### config.mk
export PLATFORM = sky130hd
export DESIGN_NAME = seq_pattern_tx
export DESIGN_NICKNAME = d
export VERILOG_FILES = /design/src/rtl/seq_pattern_tx.sv
export SDC_FILE = /design/constraint.sdc
export NUM_CORES = 1
export LEC_CHECK = 0
export ABC_AREA = 1
export BUFFER_PORTS_ARGS = -buffer_cell sky130_fd_sc_hd__buf_2
export CAP_MARGIN = 20
export CORE_AREA = 2 2 150 79
export DETAILED_ROUTE_END_ITERATION = 7
export DIE_AREA = 0 0 152 81
export GPL_TIMING_DRIVEN = 0
export SYNTH_ARGS = -nofsm -noshare
export SYNTH_HDL_FRONTEND = slang
export SYNTH_SLANG_ARGS = --single-unit
export TNS_END_PERCENT = 10
### constraint.sdc
create_clock -name clk -period 4.5 [get_ports clk]
set_clock_uncertainty 0.05 [all_clocks]
set_input_delay 0.675 -clock clk [delete_from_list [all_inputs] [get_ports clk]]
set_output_delay 0.675 -clock clk [all_outputs]
set_load 0.01 [all_outputs]
### src/rtl/seq_pattern_tx.sv
// Serial pattern transmitter: shifts a captured pattern out MSB-first, one bit per clock,
// with repeat count, inter-repetition gap cycles, abort and busy/done status.
module seq_pattern_tx #(
    parameter int MAX_LEN = 16,
    parameter int LEN_W   = 5,
    parameter int REP_W   = 4,
    parameter int GAP_W   = 4
) (
    input  logic               clk,
    input  logic               rst,
    input  logic               start,
    input  logic               abort,
    input  logic [MAX_LEN-1:0] pattern,
    input  logic [LEN_W-1:0]   len,
    input  logic [REP_W-1:0]   reps,
    input  logic [GAP_W-1:0]   gap,
    output logic               x,
    output logic               valid,
    output logic               busy,
    output logic               done
);

    typedef enum logic [1:0] {IDLE, SEND, GAP, DONE} state_t;

    state_t             state_q;
    logic [MAX_LEN-1:0] pat_q;
    logic [MAX_LEN-1:0] shift_q;
    logic [LEN_W-1:0]   len_q;
    logic [LEN_W-1:0]   cnt_q;
    logic [REP_W-1:0]   rep_q;
    logic [GAP_W-1:0]   gap_q;
    logic [GAP_W-1:0]   gap_cnt_q;
    logic               x_q;
    logic               valid_q;
    logic               busy_q;
    logic               done_q;

    logic [LEN_W-1:0]   len_d;
    logic [MAX_LEN-1:0] pat_d;
    logic [REP_W-1:0]   rep_d;

    // The pattern is left-aligned at capture so the first bit is always the MSB;
    // every bit then comes from a fixed position and no variable indexing is needed.
    always_comb begin
        len_d = (len > LEN_W'(MAX_LEN)) ? LEN_W'(MAX_LEN) : len;
        pat_d = pattern << (LEN_W'(MAX_LEN) - len_d);
        rep_d = (reps == '0) ? REP_W'(1) : reps;
    end

    always_ff @(posedge clk or posedge rst) begin
        if (rst) begin
            state_q   <= IDLE;
            pat_q     <= '0;
            shift_q   <= '0;
            len_q     <= '0;
            cnt_q     <= '0;
            rep_q     <= '0;
            gap_q     <= '0;
            gap_cnt_q <= '0;
            x_q       <= 1'b0;
            valid_q   <= 1'b0;
            busy_q    <= 1'b0;
            done_q    <= 1'b0;
        end else begin
            done_q <= 1'b0;
            case (state_q)
                IDLE: begin
                    if (start && !abort) begin
                        pat_q <= pat_d;
                        len_q <= len_d;
                        rep_q <= rep_d;
                        gap_q <= gap;
                        if (len_d != '0) begin
                            state_q <= SEND;
                            x_q     <= pat_d[MAX_LEN-1];
                            shift_q <= pat_d << 1;
                            cnt_q   <= len_d - LEN_W'(1);
                            valid_q <= 1'b1;
                            busy_q  <= 1'b1;
                        end else begin
                            state_q <= DONE;
                            done_q  <= 1'b1;
                        end
                    end
                end
                SEND: begin
                    if (abort) begin
                        state_q <= IDLE;
                        x_q     <= 1'b0;
                        valid_q <= 1'b0;
                        busy_q  <= 1'b0;
                    end else if (cnt_q != '0) begin
                        x_q     <= shift_q[MAX_LEN-1];
                        shift_q <= shift_q << 1;
                        cnt_q   <= cnt_q - LEN_W'(1);
                    end else if (rep_q > REP_W'(1)) begin
                        rep_q <= rep_q - REP_W'(1);
                        if (gap_q != '0) begin
                            state_q   <= GAP;
                            gap_cnt_q <= gap_q;
                            x_q       <= 1'b0;
                            valid_q   <= 1'b0;
                        end else begin
                            x_q     <= pat_q[MAX_LEN-1];
                            shift_q <= pat_q << 1;
                            cnt_q   <= len_q - LEN_W'(1);
                        end
                    end else begin
                        state_q <= DONE;
                        x_q     <= 1'b0;
                        valid_q <= 1'b0;
                        busy_q  <= 1'b0;
                        done_q  <= 1'b1;
                    end
                end
                GAP: begin
                    if (abort) begin
                        state_q <= IDLE;
                        busy_q  <= 1'b0;
                    end else if (gap_cnt_q == GAP_W'(1)) begin
                        state_q <= SEND;
                        x_q     <= pat_q[MAX_LEN-1];
                        shift_q <= pat_q << 1;
                        cnt_q   <= len_q - LEN_W'(1);
                        valid_q <= 1'b1;
                    end else begin
                        gap_cnt_q <= gap_cnt_q - GAP_W'(1);
                    end
                end
                DONE: begin
                    // done drops through its default; start is not looked at here
                    state_q <= IDLE;
                end
                default: state_q <= IDLE;
            endcase
        end
    end

    assign x     = x_q;
    assign valid = valid_q;
    assign busy  = busy_q;
    assign done  = done_q;

endmodule

==> impl_metrics.yaml <==
sta:
  hold_violations: 0
  setup_viol: 0
  rsz0062_at_grt: "false"
  slew_headroom_pct: 60.1
  whs_ns: 0.303
  slew_violations: 0
  worst_slew_pin_slew_ns: 0.599
  timing.fmax_mhz: 349
  layout_worst_path_cycle_share_pct: 63.7
  period_minus_slack_ns: 2.87
  tns_ns: 0
drt:
  wl_per_cell_um: 14.5
  drtAntennaViolNets: 0
  drt-total-wl_um: 12100
  via_per_inst: 5.16
  route.detailed.drc: 0
  firstDrtPassIters: 5
  drt_iter0_drc: 393
  routed-via-count: 4316
cells_and_area:
  nFillCells: 1170
  layout-drive-gt1-share_pct: 12.4
  diodes: 0
  design_area_um2: 4860
  syn_to_final_growth_pct: 16.6
  finalNetCount: 727
critical_path:
  crit_path_end: "shift_q[14]"
  r2r_end: "shift_q[13]"
  critPathKind: "input port to flip-flop"
  cp-startpoint: "len[0]"
  r2r_slack_ns: 2.06
  endpoint_kind: "flip-flop"
  worst-r2r-cell-count: 8
  required_ns: 4.68
  cp-start-kind: "input port"
  crit-reg2reg-launch: "state_q[0]"
  crit_arrival_ns: 3.05
  cp_max_fo: 10
clock_tree:
  clock_latency_ns: 0.34
  cts_resized: 0
  clk_pin_slew_ns: 0.06
  cts_tree: "done"
  clock_sinks: 59
  clockBufferDepth: 2
  numCtsBuffers: 9
  cts_hold_buf: 0
  cts_root_buffer: "clkbuf_16"
  cts_max_level: 3
  cts_setup_buffers: 0
flow_run:
  max_cap_viol_count: 0
power_and_ir_drop:
  power.density_nw_per_um2: 675
  combPwrFrac_pct: 51.0
  swShare_pct: 45.2
  p_int_w: 0.00180
  power_switching_w: 0.00148
  vdd_ir_drop_max_mv: 0.285
  p_clk_share_pct: 21.2
  p_leak_nw: 2.55
  pwr-share-seq_pct: 27.8
synthesis:
  synth_most_common_cell: "nand2_1"
  ys_types: 34
  synth_common_cells: "221 x nand2_1, 129 x nand3_1, 60 x inv_1"
  syn-mean-instance-area_um2: 6.58
  synth.area.top_cells: "dfrtp_1 35%, nand2_1 20%, nand3_1 15%, inv_1 5.4%, o21ai_0 4.3%"
  yosysSeqAreaShare_pct: 35.4
  synth_top_area_cell: "dfrtp_1"
  ys.flop_type: "dfrtp_1"
  ys_seq_elements: 59
  async_flop_share_pct: 100
  yosysTopAreaCellShare_pct: 35.4
  syn_nets: 679
  netlist_instances: 634
  netlist_area_um2: 4170
  yosysWarnings: 0
  synth_edf_count: 0
grt:
  grt_pass1_vias: 3976
  grt_pass1_wl_um: 20000
  grt_max_degree: 41
  overflow: 0
  grtUsageTotal_pct: 20.7
  grt_antenna_before_repair: 0
die:
  ios: 37
  die_area_um2: 12300
  fp.dieW_um: 152
  start_util_pct: 37.1
  dieHeight_um: 81
  rows: 28
  fp.coreArea_um2: 11200
placed_design:
  gp_congestion: 0.922
  port_buffers: 36
  place_hpwl_um: 9390
  dpl-instance-area_um2: 4560
run_status:
  outcome: "completed"
min_path:
  hold_path.class: "input port to async pin"
-- layout make-up --
cell class / instances / area (um2) / share of cell area [%]
multi-input cells: 485 / 2300 / 47.4
flip-flops and latches: 59 / 1480 / 30.4
repair buffers: 37 / 208 / 4.27
clock inverters: 4 / 50.0 / 1.03
inverters: 62 / 233 / 4.79
clock buffers: 12 / 246 / 5.07
well taps: 150 / 188 / 3.86
plain buffers: 28 / 158 / 3.24
-- worst max-delay path, stage by stage --
cell     delay [ns]
buf_2          0.08
buf_2          0.20
nand2_1        0.11
buf_2          0.20
ha_1           0.24
nand2_1        0.13
nor2_1         0.06
ha_1           0.21
nand2_1        0.12
nor3b_2        0.23
nand3_1        0.14
inv_1          0.11
nand2_1        0.07
buf_4          0.18
buf_6          0.15
nand2_1        0.06
nand2_1        0.05
-- power by group through the flow --
stage               clock network (W)  logic (W)  registers (W)
floorplan                           0    0.00124       0.000885
global placement                    0    0.00162       0.000910
detailed placement                  0    0.00165       0.000916
CTS                          0.000704    0.00166       0.000912
global route                 0.000733    0.00192       0.000943
finish                       0.000695    0.00167       0.000914
-- layer usage --
layer  up-vias  global-route usage [%]  share of wire (%)
li1       2150                       -                  -
met1      2001                    32.0                 54
met2       156                    28.5                 37
met3         9                    5.55                8.0
met4         0                    4.21               0.83
met5         -                       0                  0
-- how the worst min path moves through the flow --
| stage | start | end | slack (ns) | depth (start not counted) |
|---|---|---|---|---|
| floorplan | pat_q[10] | pat_q[10] | 0.40 | 2 |
| global placement | shift_q[1] | shift_q[1] | 0.42 | 2 |
| detailed placement | pat_q[14] | pat_q[14] | 0.42 | 2 |
| CTS | rst | shift_q[5] | 0.31 | 2 |
| global route | rst | shift_q[5] | 0.34 | 2 |
| finish | rst | pat_q[2] | 0.30 | 2 |
-- cell usage in the layout (no fill, tap or decap), drive strengths merged, types with 2 or more instances in the layout --
| cell | count |
|---|---|
| nand2 | 225 |
| nand3 | 130 |
| inv | 61 |
| dfrtp | 59 |
| buf | 55 |
| o21ai | 39 |
| nor2 | 37 |
| clkbuf | 22 |
| a21oi | 17 |
| ha | 12 |
| xor2 | 5 |
| o211ai | 5 |
| or2 | 3 |
| o22ai | 2 |
| xnor2 | 2 |
| clkinvlp | 2 |
| clkinv | 2 |
-- cell families (layout without fill, tap and decap cells) --
logic type	after synthesis	after routing	synth area share, %
compound gates	68	68	9.15
xor+xnor	7	7	1.47
fa+ha+maj	12	12	3.60
buf+inv	90	143	9.36
flops	59	59	35.4
simple gates	398	398	41.0
-- state kept, by name, indices dropped and copies added, names as in the netlist, 2 cells and up --
name	cells
state_q	2
pat_q	16
gap_q	4
len_q	5
shift_q	15
rep_q	4
cnt_q	5
gap_cnt_q	4
-- through the flow --
| stage | utilization (%) | power (W) | instances | setup slack [ns] |
|---|---|---|---|---|
| floorplan | - | 0.00212 | 634 | 1.86 |
| global placement | 40.3 | 0.00253 | 820 | 1.36 |
| detailed placement | 40.6 | 0.00256 | 821 | 1.32 |
| CTS | 43.2 | 0.00327 | 837 | 1.66 |
| global route | 43.2 | 0.00360 | 837 | 1.41 |
| finish | 43.2 | 0.00328 | 837 | 1.63 |
Power figures use the tool's default switching activity.
